## src/rtl/crc_append.sv

```systemverilog
// Serial USB CRC appender: forwards payload bits, then appends CRC5 (TOKEN) or CRC16 (DATA).
// Latency 1 cycle, all outputs registered; pause stalls sampling and emission for that cycle.
module crc_append #(
  parameter logic [4:0]  CRC5_POLY  = 5'b00101,
  parameter logic [15:0] CRC16_POLY = 16'h8005,
  parameter int unsigned MAX_BITS   = 8192
) (
  input  logic       clk,
  input  logic       rst_n,
  input  logic [1:0] pkt_in,
  input  logic       s_in,
  input  logic       endr,
  input  logic       pause,
  output logic       s_out,
  output logic       out_valid,
  output logic       start_b,
  output logic       endb,
  output logic       busy,
  output logic       len_err
);

  localparam int CW = $clog2(MAX_BITS + 1);
  localparam logic [CW-1:0] CNT_MAX  = CW'(MAX_BITS);
  localparam logic [CW-1:0] CNT_LAST = CW'(MAX_BITS - 1);

  localparam logic [1:0] PKT_TOKEN = 2'b01;
  localparam logic [1:0] PKT_HS    = 2'b11;

  typedef enum logic [1:0] {
    S_IDLE = 2'd0,
    S_DATA = 2'd1,
    S_CRC  = 2'd2
  } state_t;

  state_t        state_q, state_d;
  logic [1:0]    mode_q, mode_d;
  logic [15:0]   lfsr_q, lfsr_d;
  logic [CW-1:0] bcnt_q, bcnt_d;
  logic [3:0]    ccnt_q, ccnt_d;
  logic          first_q, first_d;
  logic          s_out_q, s_out_d;
  logic          out_valid_q, out_valid_d;
  logic          start_b_q, start_b_d;
  logic          endb_q, endb_d;
  logic          busy_q, busy_d;
  logic          len_err_q, len_err_d;

  logic is5;
  logic crc_msb;

  assign is5     = (mode_q == PKT_TOKEN);
  assign crc_msb = is5 ? lfsr_q[4] : lfsr_q[15];

  // Feeding the current MSB back in as din gives fb=0, i.e. the plain shift used while emitting CRC.
  function automatic logic [15:0] lfsr_step(input logic [15:0] cur, input logic din,
                                            input logic sel5);
    logic        fb;
    logic [15:0] nxt;
    if (sel5) begin
      fb  = din ^ cur[4];
      nxt = {11'd0, cur[3:0], 1'b0} ^ (fb ? {11'd0, CRC5_POLY} : 16'd0);
    end else begin
      fb  = din ^ cur[15];
      nxt = {cur[14:0], 1'b0} ^ (fb ? CRC16_POLY : 16'd0);
    end
    return nxt;
  endfunction

  always_comb begin
    state_d     = state_q;
    mode_d      = mode_q;
    lfsr_d      = lfsr_q;
    bcnt_d      = bcnt_q;
    ccnt_d      = ccnt_q;
    first_d     = first_q;
    s_out_d     = s_out_q;
    out_valid_d = 1'b0;
    start_b_d   = 1'b0;
    endb_d      = 1'b0;
    len_err_d   = len_err_q;

    case (state_q)
      S_IDLE: begin
        if (pkt_in != 2'b00) begin
          mode_d    = pkt_in;
          lfsr_d    = (pkt_in == PKT_TOKEN) ? 16'h001F : 16'hFFFF;
          bcnt_d    = '0;
          len_err_d = 1'b0;
          first_d   = 1'b1;
          if (!endr) begin
            state_d = S_DATA;
          end else if (pkt_in != PKT_HS) begin
            state_d = S_CRC;
            ccnt_d  = (pkt_in == PKT_TOKEN) ? 4'd4 : 4'd15;
          end
        end
      end

      S_DATA: begin
        if (!pause) begin
          lfsr_d      = lfsr_step(lfsr_q, s_in, is5);
          s_out_d     = s_in;
          out_valid_d = 1'b1;
          start_b_d   = first_q;
          first_d     = 1'b0;
          if (bcnt_q != CNT_MAX) bcnt_d = bcnt_q + 1'b1;
          // Overflow is flagged once the MAX_BITS-th bit is taken and more are still coming.
          if (!endr && bcnt_q >= CNT_LAST) len_err_d = 1'b1;
          if (endr) begin
            if (mode_q == PKT_HS) begin
              endb_d  = 1'b1;
              state_d = S_IDLE;
            end else begin
              state_d = S_CRC;
              ccnt_d  = is5 ? 4'd4 : 4'd15;
            end
          end
        end
      end

      S_CRC: begin
        if (!pause) begin
          s_out_d     = ~crc_msb;
          out_valid_d = 1'b1;
          start_b_d   = first_q;
          first_d     = 1'b0;
          lfsr_d      = lfsr_step(lfsr_q, crc_msb, is5);
          if (ccnt_q == 4'd0) begin
            endb_d  = 1'b1;
            state_d = S_IDLE;
          end else begin
            ccnt_d = ccnt_q - 1'b1;
          end
        end
      end

      default: state_d = S_IDLE;
    endcase

    busy_d = (state_d != S_IDLE);
  end

  always_ff @(posedge clk or negedge rst_n) begin
    if (!rst_n) begin
      state_q     <= S_IDLE;
      mode_q      <= 2'b00;
      lfsr_q      <= 16'd0;
      bcnt_q      <= '0;
      ccnt_q      <= 4'd0;
      first_q     <= 1'b0;
      s_out_q     <= 1'b0;
      out_valid_q <= 1'b0;
      start_b_q   <= 1'b0;
      endb_q      <= 1'b0;
      busy_q      <= 1'b0;
      len_err_q   <= 1'b0;
    end else begin
      state_q     <= state_d;
      mode_q      <= mode_d;
      lfsr_q      <= lfsr_d;
      bcnt_q      <= bcnt_d;
      ccnt_q      <= ccnt_d;
      first_q     <= first_d;
      s_out_q     <= s_out_d;
      out_valid_q <= out_valid_d;
      start_b_q   <= start_b_d;
      endb_q      <= endb_d;
      busy_q      <= busy_d;
      len_err_q   <= len_err_d;
    end
  end

  assign s_out     = s_out_q;
  assign out_valid = out_valid_q;
  assign start_b   = start_b_q;
  assign endb      = endb_q;
  assign busy      = busy_q;
  assign len_err   = len_err_q;

endmodule

```

## config.mk

```make
export PLATFORM = sky130hd
export DESIGN_NAME = crc_append
export DESIGN_NICKNAME = d
export VERILOG_FILES = /design/src/rtl/crc_append.sv
export SDC_FILE = /design/constraint.sdc
export NUM_CORES = 1
export LEC_CHECK = 0
export ABC_AREA = 1
export BUFFER_PORTS_ARGS = -buffer_cell sky130_fd_sc_hd__buf_4
export CAP_MARGIN = 20
export CORE_MARGIN = 5
export CORE_UTILIZATION = 45
export DETAILED_ROUTE_END_ITERATION = 10
export GPL_TIMING_DRIVEN = 0
export PLACE_DENSITY_LB_ADDON = 0.05
export RECOVER_POWER = 50
export SETUP_SLACK_MARGIN = 0.4
export SLEW_MARGIN = 20
export SYNTH_ARGS = -nofsm -noshare
export SYNTH_HDL_FRONTEND = slang
export SYNTH_SLANG_ARGS = --single-unit
export TNS_END_PERCENT = 1
```

## constraint.sdc

```tcl
create_clock -name clk -period 1.8 [get_ports clk]
set_input_delay 0.18 -clock clk [delete_from_list [all_inputs] [get_ports clk]]
set_output_delay 0.18 -clock clk [all_outputs]
set_load 0.1 [all_outputs]
```

* After elaboration in Yosys (flattened, before gate mapping)
Cells that the tools add are included.
** Storage, ports and cells
- Register bits after elaboration :: 45
- Bits of input ports :: 7
- Output and inout bits :: 6
- Word-level logic and storage cells :: 116
** Operators by class
- Add/subtract/negate cells :: 2
- Magnitude comparators :: 1
- Equality and inequality tests :: 18
- Mux-type cells :: 56
- Bitwise operators :: 9
- Reductions and logical operators :: 18
** Operator list (number)
- $mux 16 :: 8
- $pmux 16 s3 :: 1
- $mux 14 :: 3
- $mux 4 :: 10
- $xor 16x16->16 :: 2
- $pmux 14 s2 :: 1
- $ne 2x2->1 const B :: 12
- $mux 1 :: 17
- $mux 2 :: 8
- $add 14x1->14 const B :: 1
- $ge 14x13->1 const B :: 1
- $ne 14x14->1 const B :: 1
- $pmux 4 s3 :: 1
- $reduce_and 4->1 :: 3
- $reduce_bool 2->1 :: 5
- $xor 5x3->5 :: 2
- $reduce_and 9->1 :: 1
- $pmux 1 s2 :: 4
- $eq 2x1->1 const B :: 3
- $mux 3 :: 2
- $pmux 2 s3 :: 1
- $reduce_and 3->1 :: 2
- $eq 2x2->1 const B :: 2
- $logic_not 4->1 :: 1
- other kinds (9) :: 12

* Longest topological paths before layout
Gate-level depths: netlist (run 1).
- Word-level depth :: 8
- Gate-level depth with buffers :: 12
- Gate-level depth less buffers :: 11

* Least setup slack after synthesis (run 1)
Ideal clock, no wire load.
- Kind :: flip-flop to flip-flop
- From :: reg state_q[1]
- To :: reg bcnt_q[12]
- Library setup time :: 0.122 ns
- Arrival :: 1.455 ns
- Required time :: 1.678 ns
- Setup slack :: 0.223 ns
- Cell stages (with the launch flop) :: 11
- Path buffers :: 2
- Clock period less this slack :: 1.577 ns
- Path through :: dfrtp_1 inv_1 ha_1 buf_4 nand2_1 nand3_2 a21oi_2 inv_2 buf_6 nand2_1 o21ai_1
** On the way
- Word-level cells in the longest chain between the ends :: 3
- Elaborated cells between the ends (all ways) :: 8
- Those cells by class :: 4 x eq/ne; 1 x mux; 3 x reduce/logical
** Ends and longest elaborated chain
- from (decl) :: RTL line 35 : state_t state_q, state_d;
- from (signal assigned) :: RTL line 158 : state_q <= state_d;
- $eq 2x1->1 / $logic_not 2->1 (equally long branches) :: RTL line 82 : case (state_q)
- $ne 2x2->1 (no line) / $reduce_bool 2->1 (equally long branches)
- $reduce_and 4->1 (no line)
- to (signal assigned) :: RTL line 161 : bcnt_q <= bcnt_d;
- to (decl) :: RTL line 38 : logic [CW-1:0] bcnt_q, bcnt_d;
Several ways; a longest one is shown, not always the timed one.
A chain may end at the register's enable or synchronous reset.

* Final worst setup path (run 1)
- From :: reg state_q[0]
- To :: reg bcnt_q[13]
The elaborated chain is that of the path after synthesis.

==> reports/results.md, run 1 <==
• **static leakage** 0.001611 µW
• **Core ar.** 0.005886 mm²
• **mapped cell area** 0.002703 mm²
• **kind of launch point of the worst setup path** flop
• **number of violations of the max-capacitance limit** 0
• **n_diodes** 0
• **Main synth FF type** sky130_fd_sc_hd__dfrtp_1
• **maximum vdd drop** 0.9147 mV
• **overall overflow remaining after global route** 0
• **Fin. Hold Viols** 0
• **Starting Density** 0.4592
• **run status** finished clean
• **setup repair after global routing missed its margin** true
• **adder and majority gate portion of the synthesized area** 0.04167
• **Sum Neg Setup Slack** 0 ns
• **Power Density** 1820 mW/mm²
• **Critical Setup Path Class** reg -> reg
• **Via density** 5.048
• **chip height** 87.50 µm
• **detailed placement HPWL** 4.539 mm
• **slew at the pin with the worst max-slew slack** 1.151 ns
• **worst reg2reg startpoint** state_q[0]$_DFF_PN0_
• **combined flip-flop and latch cell area** 0.001127 mm²
• **number of cells on the worst reg-to-reg path** 10
• **chip width** 87.50 µm
• **relative slew slack** 0.2327
• **endpoint of the most critical register-to-register path** bcnt_q[13]$_DFFE_PN0P_
• **H-tree depth** 2
• **crit path capture type** flop
• **clock edge transition at the registers on the reported setup and hold paths** 0.09 ns
• **Max Buffers Root-to-Sink** 2
• **largest clock skew in the final design** 0.01012 ns
• **Post-layout nets** 416
• **Boundary Pins** 13
• **post-synthesis simple-gate area fraction** 0.3208
• **pin count of the biggest net entering global routing** 46
• **clock tree from TritonCTS** built
• **main combinational cell family by area after synthesis** simple AND/OR/NAND/NOR gates
• **total design power** 5958 µW
• **Routed WL** 6.431 mm
• **Tcrit/Tclk final** 0.9305
• **Arrival @ worst endpoint** 1.92 ns
• **DR pass1 iterations** 5
• **overall via count from detail_route** 2,403
• **Routed wire per std cell** 13.51 µm
• **area fraction in compound gates after synthesis** 0.1231
• **mux share of post-synthesis cell area** 0
• **count of buffers inserted at the top-level ports** 12
• **portion of the post-synthesis area used by sequential elements** 0.4167
• **count of warnings emitted by yosys** 0
• **worst min-delay path startpoint** pause
• **Total GRT Usage** 0.1881
• **Pins Over Slew Limit** 0
• **violation count after the first detailed-route iteration** 104
• **count of unique library cells instantiated by Yosys** 33
• **clock root buffer** sky130_fd_sc_hd__clkbuf_8
• **post-synthesis sequential element count** 45
• **endpoint of the worst hold path** out_valid$_DFF_PN0_
• **global-route wire length before repair** 11.23 mm
• **shortest clock period the worst path allows after layout** 1.675 ns
• **xor and xnor area share after synthesis** 0.01944
• **worst-skew pair later-pin latency** 0.30 ns
• **antenna-violating nets left** 0
• **DRC violations left** 0
• **FF-to-FF setup slack** 0.13 ns
• **fmax** 597.1 MHz
• **number of global-route vias before repair** 2,372
• **asr flop ratio synth** 1.000
• **Area Growth Syn to Fin** 21.16%
• **gate count of the mapped netlist** 370
• **die outline area** 0.007655 mm²
• **number of fillers in the final layout** 576
• **final weighted congestion of routability-driven global placement** 0.8335
• **site row count** 28
• **Final setup violation count** 0
• **critical path data required time** 2.04 ns
• **fraction of final layout cells sized beyond drive strength 1** 0.1746
• **clock sink count** 45
• **worst min-delay path category** in -> reg
• **post-synthesis average cell area** 7.304 µm²
• **antenna violations before repair** 0
• **net count after synthesis** 386
• **number of enable-type register cells in the synthesized netlist** 0
• **TritonCTS Buffers** 5
• **highest fanout seen on the critical path** 6
• **hold path cells** 2
• **area occupied by multi-input gates** 0.001471 mm²
cell usage after synthesis (3+ instances only):
| cell type | number | share of area |
|---|---|---|
| sky130_fd_sc_hd__a21oi_1 | 8 | 0.015 |
| sky130_fd_sc_hd__nor2_1 | 47 | 0.065 |
| sky130_fd_sc_hd__a31oi_1 | 4 | 0.0093 |
| sky130_fd_sc_hd__inv_1 | 39 | 0.054 |
| sky130_fd_sc_hd__dfrtp_1 | 45 | 0.42 |
| sky130_fd_sc_hd__nand2_1 | 107 | 0.15 |
| sky130_fd_sc_hd__inv_2 | 4 | 0.0056 |
| sky130_fd_sc_hd__o21ai_0 | 23 | 0.043 |
| sky130_fd_sc_hd__buf_2 | 3 | 0.0056 |
| sky130_fd_sc_hd__ha_1 | 9 | 0.042 |
| sky130_fd_sc_hd__xor2_1 | 4 | 0.013 |
| sky130_fd_sc_hd__a2bb2oi_1 | 7 | 0.023 |
| sky130_fd_sc_hd__nand3_1 | 34 | 0.063 |
| sky130_fd_sc_hd__nand4_1 | 7 | 0.016 |
per-layer routing:
layer	up-vias	global-route usage	part of all wire
met5	-	0	0
met4	0	0.04603	0.0082
met3	4	0.02554	0.034
met2	30	0.3315	0.49
met1	1106	0.2419	0.47
li1	1263	-	-
how the worst max path moves through the flow:
stage | start | end | slack (ns) | depth (start not counted)
CTS | state_q[1]$_DFF_PN0_ | bcnt_q[1]$_DFFE_PN0P_ | 0.14 | 10
global route | state_q[1]$_DFF_PN0_ | bcnt_q[13]$_DFFE_PN0P_ | 0.01 | 11
finish | state_q[0]$_DFF_PN0_ | bcnt_q[13]$_DFFE_PN0P_ | 0.13 | 10
detailed placement | state_q[1]$_DFF_PN0_ | bcnt_q[12]$_DFFE_PN0P_ | 0.04 | 11
floorplan | state_q[0]$_DFF_PN0_ | bcnt_q[12]$_DFFE_PN0P_ | 0.28 | 10
global placement | state_q[1]$_DFF_PN0_ | bcnt_q[12]$_DFFE_PN0P_ | 0.05 | 11
state kept, by name (all words and copies together), names as in the netlist:
| register | flops |
|---|---|
| ccnt_q | 4 |
| s_out | 1 |
| busy | 1 |
| state_q | 2 |
| bcnt_q | 14 |
| len_err | 1 |
| start_b | 1 |
| lfsr_q | 16 |
| endb | 1 |
| first_q | 1 |
| out_valid | 1 |
| mode_q | 2 |
worst max-delay path, stage by stage, from the launching register on:
cell,delay (ns)
sky130_fd_sc_hd__dfrtp_2,0.46
sky130_fd_sc_hd__inv_2,0.14
sky130_fd_sc_hd__ha_4,0.19
sky130_fd_sc_hd__inv_2,0.08
sky130_fd_sc_hd__nand2_4,0.07
sky130_fd_sc_hd__nand3_4,0.09
sky130_fd_sc_hd__a21oi_4,0.18
sky130_fd_sc_hd__buf_6,0.13
sky130_fd_sc_hd__buf_6,0.11
sky130_fd_sc_hd__nand4_1,0.09
sky130_fd_sc_hd__nand2_1,0.08
cell type report:
type | count | share of cell area
plain buffers | 8 | 0.02369
clock buffers | 5 | 0.02102
clock inverters | 3 | 0.02102
inverters | 43 | 0.05311
multi-input cells | 274 | 0.4494
flip-flops and latches | 45 | 0.3443
well taps | 75 | 0.02866
repair buffers | 23 | 0.05885
timing repair:
action                                 4_1_cts  5_1_grt
buffers inserted                             7        1
gates resized for setup                     24        6
pin swaps                                    1        2
setup endpoints to repair                   41       41
endpoints found under the hold margin       45        0
hold buffers                                 1        0
cloned                                       2        0
kinds of logic (layout without fill, tap and decap cells):
group                      count (synthesis)  after routing
adders and majority gates                  9              9
AOI/OAI and AO/OA                         54             54
buffers and inverters                     51             82
xor gates and xnor gates                   6              6
DFF                                       45             45
and+or+nand+nor                          205            205
cell usage in the layout (no fill, tap or decap), types with 7 or more instances in the layout:
master and count:
sky130_fd_sc_hd__a21oi_1 7, sky130_fd_sc_hd__a2bb2oi_1 7, sky130_fd_sc_hd__buf_4 16, sky130_fd_sc_hd__dfrtp_1 44
sky130_fd_sc_hd__inv_1 36, sky130_fd_sc_hd__nand2_1 106, sky130_fd_sc_hd__nand3_1 33, sky130_fd_sc_hd__nand4_1 7
sky130_fd_sc_hd__nor2_1 41, sky130_fd_sc_hd__o21ai_0 20
per-stage QoR:
step                      setup slack, ns  instances  instance area [µm²]  hold WS, ns  utilization
after floorplan                    0.2791        370                 2751      -0.1156            -
after global placement            0.05277        457                 2935       0.2224       0.4987
after detailed placement          0.04043        457                 2935       0.2304       0.4987
after CTS                          0.1437        475                 3259       0.1119       0.5538
after global routing              0.01179        476                 3274       0.1215       0.5563
final                              0.1251        476                 3274       0.1130       0.5563
report_power, final:
group	internal (µW)	leakage, µW	switching, µW
combinational	1310	0.000984	2110
clock	559	0.0000687	373
sequential	1370	0.000559	227
(Power assumes the default switching activity.)
==> run 2: changes to the inputs <==
--- a/config.mk
+++ b/config.mk
@@ -12,7 +12,7 @@
 export CORE_UTILIZATION = 45
 export DETAILED_ROUTE_END_ITERATION = 10
 export GPL_TIMING_DRIVEN = 0
-export PLACE_DENSITY_LB_ADDON = 0.05
+export PLACE_DENSITY_LB_ADDON = 0.08
 export RECOVER_POWER = 50
 export SETUP_SLACK_MARGIN = 0.4
 export SLEW_MARGIN = 20
==> run 2 against run 1 <==
  * Design area up 0.34%
  * Largest power group unchanged
  * Sequential cell count unchanged
  * First-iteration DRC count up 23%
  * Highest routed layer unchanged
  * Critical endpoint is now bcnt_q[12]$_DFFE_PN0P_
==> reports/results.md, run 2 (synthesis gave the netlist of run 1 again) <==
• **fmax** 603.8 MHz, +1.1%
• **GR Layer Usage met1** 0.2200, -0.02190
• **number of violations of the max-capacitance limit** 0, unchanged
• **non-filler cells in the finished layout** 480, +0.84%
• **n_diodes** 0, unchanged
• **site row count** 28, unchanged
• **clock sink count** 45, unchanged
• **DR pass1 iterations** 4, -1
• **Routed wire per std cell** 13.40 µm, -0.83%
• **Power Density** 1784 mW/mm², -2.0%
• **Pins Over Slew Limit** 0, unchanged
• **final weighted congestion of routability-driven global placement** 0.8651, +3.8%
• **chip height** 87.50 µm, unchanged
• **most common cell after layout, fill and taps aside** sky130_fd_sc_hd__nand2_1
• **list of cells traversed by the critical path** inv_2, ha_4, buf_8, inv_8, nand2_4, nand3_4, a21oi_4, inv_4, buf_8, nand2_1, o21ai_1
• **worst min-delay path category** in -> reg
• **FF-to-FF setup slack** 0.14 ns, +0.02 ns
• **Via density** 5.127, +1.6%
• **TritonCTS Buffers** 5, unchanged
• **Arrival @ worst endpoint** 1.84 ns, -0.08 ns
• **static leakage** 0.001615 µW, +0.27%
• **antenna violations before repair** 0, unchanged
• **count of buffers inserted at the top-level ports** 12, unchanged
• **largest stage delay on the critical path** 0.41 ns, -0.05 ns
• **Starting Density** 0.4592, unchanged
• **Routed WL** 6.431 mm, unchanged
• **overall overflow remaining after global route** 0, unchanged
• **detailed placement HPWL** 4.486 mm, -1.2%
• **H-tree depth** 2, unchanged
• **GR met2 Demand/Resource** 0.3274, -0.004110
• **Boundary Pins** 13, unchanged
• **clock tree from TritonCTS** built
• **clock root buffer** sky130_fd_sc_hd__clkbuf_8
• **Final setup violation count** 0, unchanged
• **busiest layer in global routing** met2
• **Tcrit/Tclk final** 0.9201, -0.01042
• **number of buffer and inverter instances along the worst setup path** 5, +1
• **violation count after the first detailed-route iteration** 128, +23%
• **total placed cells including tap cells** 457, unchanged
• **critical path data required time** 1.98 ns, -0.06 ns
• **antenna-violating nets left** 0, unchanged
• **run status** finished clean
• **Core ar.** 0.005886 mm², unchanged
• **Fin. Hold Viols** 0, unchanged
• **final design instance area without fill** 0.003286 mm², +0.34%
• **kind of launch point of the worst setup path** flop
• **fraction of final layout cells sized beyond drive strength 1** 0.1877, +0.01309
• **crit-path leading delay family** buffers and inverters
• **die outline area** 0.007655 mm², unchanged
• **setup repair after global routing missed its margin** true
• **shortest clock period the worst path allows after layout** 1.656 ns, -0.01876 ns
• **cell with the most instances on the worst path** sky130_fd_sc_hd__buf_8
• **Fin Hold WS** 0.1056 ns, -0.007358 ns
• **overall via count from detail_route** 2,461, +2.4%
• **Max Buffers Root-to-Sink** 2, unchanged
• **worst-skew pair later-pin latency** 0.30 ns, about the same
• **chip width** 87.50 µm, unchanged
• **Critical Setup Path Class** reg -> reg
• **clock edge transition at the registers on the reported setup and hold paths** 0.09 ns, about the same
• **slew at the pin with the worst max-slew slack** 1.115 ns, -0.03590 ns
• **largest registers** lfsr_q x16, bcnt_q x14, ccnt_q x4
• **Post-layout nets** 420, +0.96%
• **pin count of the biggest net entering global routing** 46, unchanged
• **Total GRT Usage** 0.1829, -0.005179
• **Top reg by flops** lfsr_q
• **Sum Neg Setup Slack** 0 ns, unchanged
• **maximum vdd drop** 0.9839 mV, +7.6%
• **largest clock skew in the final design** 0.01417 ns, +0.004047 ns
• **number of flip-flops in the largest register** 16, unchanged
• **Placement Cell Area** 0.002935 mm², unchanged
• **Final Core Density** 0.5582, +0.001913
• **relative slew slack** 0.2566, +0.02393
• **Area Growth Syn to Fin** 21.57%
• **most used cells in the layout excluding fill and tap cells** sky130_fd_sc_hd__nand2_1, sky130_fd_sc_hd__dfrtp_1, sky130_fd_sc_hd__nor2_1, sky130_fd_sc_hd__inv_1, sky130_fd_sc_hd__nand3_1
• **Global Route met3 Usage** 0.03217, +0.006623
• **highest fanout seen on the critical path** 6, unchanged
• **CP max-delay cell** sky130_fd_sc_hd__dfrtp_1
• **number of global-route vias before repair** 2,373, +0.042%
• **crit path capture type** flop
• **DRC violations left** 0, unchanged
• **global-route wire length before repair** 10.95 mm, -2.5%
run 2: changes by cell type in the layout (fill, tap and decap cells not counted), moves of 2 or more:
cell / previous run / this run
sky130_fd_sc_hd__buf_4: 16 / 20
sky130_fd_sc_hd__bufinv_16: 2 / 0
sky130_fd_sc_hd__o21ai_1: 4 / 6
sky130_fd_sc_hd__o21ai_0: 20 / 18
sky130_fd_sc_hd__buf_12: 0 / 2
sky130_fd_sc_hd__clkinv_2: 0 / 2
sky130_fd_sc_hd__inv_1: 36 / 34
run 2: final timing paths:
check                                    endpoint            startpoint  depth (start not counted)
min in group asynchronous   ccnt_q[1]$_DFFE_PN0P_                 rst_n                          2
max in group asynchronous    state_q[0]$_DFF_PN0_                 rst_n                          2
setup / recovery           bcnt_q[12]$_DFFE_PN0P_  state_q[1]$_DFF_PN0_                         11
hold / removal                out_valid$_DFF_PN0_                 pause                          2
hold reg to reg               first_q$_DFFE_PN0P_   first_q$_DFFE_PN0P_                          2
setup reg to reg           bcnt_q[12]$_DFFE_PN0P_  state_q[1]$_DFF_PN0_                         11
run 2: what timing repair did:
| action | in CTS | in global routing |
|---|---|---|
| endpoints found under the setup margin | 41 | 40 |
| gates resized for setup | 33 | 2 |
| pin swaps | 5 | 1 |
| setup buffers | 12 | 0 |
| cloned | 2 | 0 |
| hold buffers | 1 | 0 |
| endpoints found under the hold margin | 45 | 0 |
run 2: area by class of cell:
class	instances	area [µm²]
well taps	75	93.84
repair buffers	27	246.5
fillers	554	2600
clock buffers	5	68.82
plain buffers	8	83.83
multi-input cells	274	1471
inverters	43	176.4
flip-flops and latches	45	1127
clock inverters	3	17.52
run 2: stage by stage:
stage | power [µW] | setup WS (ns)
after global routing | 6318 | 0.04918
after CTS | 5854 | 0.1830
after global placement | 4411 | 0.04409
after detailed placement | 4443 | 0.02803
after floorplan | 3783 | 0.2791
final | 5861 | 0.1439
run 2: metal layers:
metal  routed length [µm]  vias to the layer above
li1                     -                     1261
met1                 2926                     1161
met2                 3268                       29
met3                  134                       10
met4                  102                        0
met5                    0                        -
run 2: power breakdown:
group          internal (µW)  total, µW  switching [µW]
combinational           1490       3630            2140
sequential              1370       1590             218
clock                    269        639             370
total                   3130       5860            2730
==> run 3: changes to the inputs <==
--- a/config.mk
+++ b/config.mk
@@ -5,7 +5,6 @@
 export SDC_FILE = /design/constraint.sdc
 export NUM_CORES = 1
 export LEC_CHECK = 0
-export ABC_AREA = 1
 export BUFFER_PORTS_ARGS = -buffer_cell sky130_fd_sc_hd__buf_4
 export CAP_MARGIN = 20
 export CORE_MARGIN = 5
==> run 3 against run 2 <==
  * The run now ends with setup timing left
  * Largest power group unchanged
  * Critical endpoint is now bcnt_q[9]$_DFFE_PN0P_
  * Maximum frequency down 16%
  * Synthesized cell count down 21%
  * Critical path depth down 3
  * Global-route usage up 0.23 points
  * Final cell count down 17%
  * Sequential power about the same
  * Sequential share of layout area up 0.15 points
==> reports/results.md, run 3 <==
• **fmax** 509.9 MHz, -16%
• **Top reg by flops** lfsr_q
• **violations in the final reports** setup timing
• **mapped cell area** 0.002658 mm², -1.7%
• **gate count of the mapped netlist** 294, -21%
• **kind of launch point of the worst setup path** flop
• **crit path capture type** flop
• **Power Density** 1724 mW/mm², -3.3%
• **antenna violations before repair** 0, unchanged
• **violation count after the first detailed-route iteration** 118, -7.8%
• **global-route wire length before repair** 11.21 mm, +2.3%
• **count of warnings emitted by yosys** 0, unchanged
• **chip width** 86.85 µm, -0.74%
• **share of power burned in the clock network** 0.144, +0.035
• **site row count** 28, unchanged
• **largest registers** lfsr_q x16, bcnt_q x14, ccnt_q x4
• **die outline area** 0.007543 mm², -1.5%
• **asr flop ratio synth** 1.000, unchanged
• **Pins Over Slew Limit** 0, unchanged
• **n_diodes** 0, unchanged
• **DRC violations left** 0, unchanged
• **Critical Setup Path Class** reg -> reg
• **antenna-violating nets left** 0, unchanged
• **total net switching power** 2510 µW, -8.1%
• **final weighted congestion of routability-driven global placement** 0.7989, -7.7%
• **critical path data required time** 2.02 ns, +0.04 ns
• **Boundary Pins** 13, unchanged
• **fraction of final layout cells sized beyond drive strength 1** 0.2800, +0.09235
• **clock sink count** 45, unchanged
• **Max Buffers Root-to-Sink** 2, unchanged
• **clock tree from TritonCTS** built
• **most used cells in the layout excluding fill and tap cells** sky130_fd_sc_hd__dfrtp_1, sky130_fd_sc_hd__nand2_1, sky130_fd_sc_hd__o21ai_0, sky130_fd_sc_hd__buf_4, sky130_fd_sc_hd__a21oi_1
• **count of buffers inserted at the top-level ports** 10, -2
• **Starting Density** 0.4570, -0.002213
• **Post-layout nets** 340, -19%
• **Final setup violation count** 23, +23
• **net switching share of the total power** 0.4454, -0.02077
• **portion of the post-synthesis area used by sequential elements** 0.4237, +0.007062
• **number of flip-flops in the largest register** 16, unchanged
• **fraction of power consumed by combinational cells** 0.570, -0.050
• **area share of the leading cell type in the synthesized netlist** 0.4237, +0.007062
• **relative slew slack** 0.2400, -0.01660
• **slew at the pin with the worst max-slew slack** 1.140 ns, +0.02490 ns
• **worst min-delay path category** in -> reg
• **worst setup slack after layout** -0.1611 ns, -0.3050 ns
• **Routed wire per std cell** 16.51 µm, +23%
• **most numerous cell types in the synthesized netlist** sky130_fd_sc_hd__dfrtp_1, sky130_fd_sc_hd__nand2_1, sky130_fd_sc_hd__a21oi_1
• **H-tree depth** 2, unchanged
• **biggest area consumer among synthesized cells** sky130_fd_sc_hd__dfrtp_1
• **DR pass1 iterations** 4, unchanged
• **total design power** 5635 µW, -3.9%
• **detailed placement HPWL** 4.320 mm, -3.7%
• **highest fanout seen on the critical path** 5, -1
• **static leakage** 0.001414 µW, -12%
• **Arrival @ worst endpoint** 2.18 ns, +0.34 ns
• **count of unique library cells instantiated by Yosys** 55, +67%
• **clock edge transition at the registers on the reported setup and hold paths** 0.09 ns, about the same
• **share of power burned in registers** 0.286, +0.015
• **pin count of the biggest net entering global routing** 46, unchanged
• **Via density** 5.890, +15%
• **TritonCTS Buffers** 5, unchanged
• **run status** finished, violations left
• **post-synthesis sequential element count** 45, unchanged
• **clock root buffer** sky130_fd_sc_hd__clkbuf_8
• **most numerous cell in the Yosys netlist** sky130_fd_sc_hd__dfrtp_1
• **most common cell after layout, fill and taps aside** sky130_fd_sc_hd__dfrtp_1
• **overall via count from detail_route** 2,356, -4.3%
• **setup repair after global routing missed its margin** true
• **net count after synthesis** 310, -20%
• **Core ar.** 0.005816 mm², -1.2%
• **number of violations of the max-capacitance limit** 0, unchanged
• **Area Growth Syn to Fin** 22.98%
• **Total GRT Usage** 0.1852, +0.002265
• **shortest clock period the worst path allows after layout** 1.961 ns, +0.3050 ns
• **number of global-route vias before repair** 2,341, -1.3%
• **overall overflow remaining after global route** 0, unchanged
• **Fin. Hold Viols** 0, unchanged
• **Fin Hold WS** 0.1471 ns, +0.04145 ns
• **largest clock skew in the final design** 0.007879 ns, -0.006286 ns
• **chip height** 86.85 µm, -0.74%
• **leading post-synthesis cells by cell area** sky130_fd_sc_hd__dfrtp_1, sky130_fd_sc_hd__a21oi_1, sky130_fd_sc_hd__o21ai_0
• **Main synth FF type** sky130_fd_sc_hd__dfrtp_1
• **maximum vdd drop** 1.198 mV, +22%
• **worst-skew pair later-pin latency** 0.29 ns, about the same
• **Routed WL** 6.605 mm, +2.7%
• **internal power of the cells** 3125 µW, -0.12%
• **number of enable-type register cells in the synthesized netlist** 0, unchanged
• **Tcrit/Tclk final** 1.089, +0.1694
• **post-synthesis average cell area** 9.039 µm², +24%
[run 3: power by group through the flow]
| stage | Sequential, µW | Clock (µW) | Combinational [µW] |
|---|---|---|---|
| after floorplan | 1870 | 0 | 1770 |
| after global placement | 1630 | 0 | 2640 |
| after detailed placement | 1630 | 0 | 2680 |
| after CTS | 1600 | 831 | 3130 |
| after global routing | 1660 | 881 | 3530 |
| final | 1610 | 809 | 3210 |
[run 3: cell type report]
class | instances | area (µm²)
Fill cell | 549 | 2547
Multi-Input combinational cell | 213 | 1495
Sequential cell | 45 | 1126
Timing Repair Buffer | 23 | 188.9
Buffer | 20 | 187.7
Tap cell | 75 | 93.84
Clock buffer | 7 | 86.33
Inverter | 16 | 60.06
Clock inverter | 1 | 30.03
[run 3: repair_timing]
item	CTS	global route
hold endpoints to repair	45	0
gates cloned	1	0
hold buffers	1	0
setup buffers	10	1
gates resized for setup	36	17
setup endpoints to repair	41	41
pin swaps	14	7
[run 3: final timing paths]
path	end	slack, ns	from	depth (start not counted)
worst max-delay path	bcnt_q[9]$_DFFE_PN0P_	-0.16	state_q[0]$_DFF_PN0_	8
worst max register to register	bcnt_q[9]$_DFFE_PN0P_	-0.16	state_q[0]$_DFF_PN0_	8
min in group asynchronous	start_b$_DFF_PN0_	0.63	rst_n	2
worst min-delay path	s_out$_DFFE_PN0P_	0.15	pause	2
max in group asynchronous	bcnt_q[9]$_DFFE_PN0P_	0.46	rst_n	2
worst min register to register	lfsr_q[8]$_DFFE_PN0P_	0.49	lfsr_q[8]$_DFFE_PN0P_	2
[run 3: cell families after synthesis]
kind of cell             share of synthesized area
XOR/XNOR                                  0.009889
AO/OA/AOI/OAI                               0.2283
multiplexers                               0.01507
adder cells (fa/ha/maj)                    0.04237
AND/OR/NAND/NOR                             0.2203
flip-flops                                  0.4237
buffers and inverters                      0.06026
[run 3: stage by stage]
step | area [µm²] | util | TNS [ns] | cells | setup slack, ns
after floorplan | 2715 | - | -0.6984 | 294 | -0.06325
after global routing | 3268 | 0.5620 | -4.236 | 400 | -0.2181
after global placement | 2884 | 0.4959 | -9.128 | 379 | -0.3976
final | 3268 | 0.5620 | -2.368 | 400 | -0.1611
after detailed placement | 2884 | 0.4959 | -9.038 | 379 | -0.3796
after CTS | 3216 | 0.5529 | -2.205 | 399 | -0.1652
[run 3: critical path: stages, from the launching register on]
cell	delay [ns]
sky130_fd_sc_hd__dfrtp_1	0.40
sky130_fd_sc_hd__inv_2	0.07
sky130_fd_sc_hd__ha_4	0.15
sky130_fd_sc_hd__buf_6	0.11
sky130_fd_sc_hd__or3b_4	0.25
sky130_fd_sc_hd__o211ai_4	0.12
sky130_fd_sc_hd__buf_6	0.16
sky130_fd_sc_hd__or4_4	0.48
sky130_fd_sc_hd__a21oi_2	0.14
[run 3: routing by layer]
layer	GRT usage	wire [µm]
met5	0	0
met4	0.04816	55
met3	0.03311	199
met2	0.3078	3160
met1	0.2485	3190
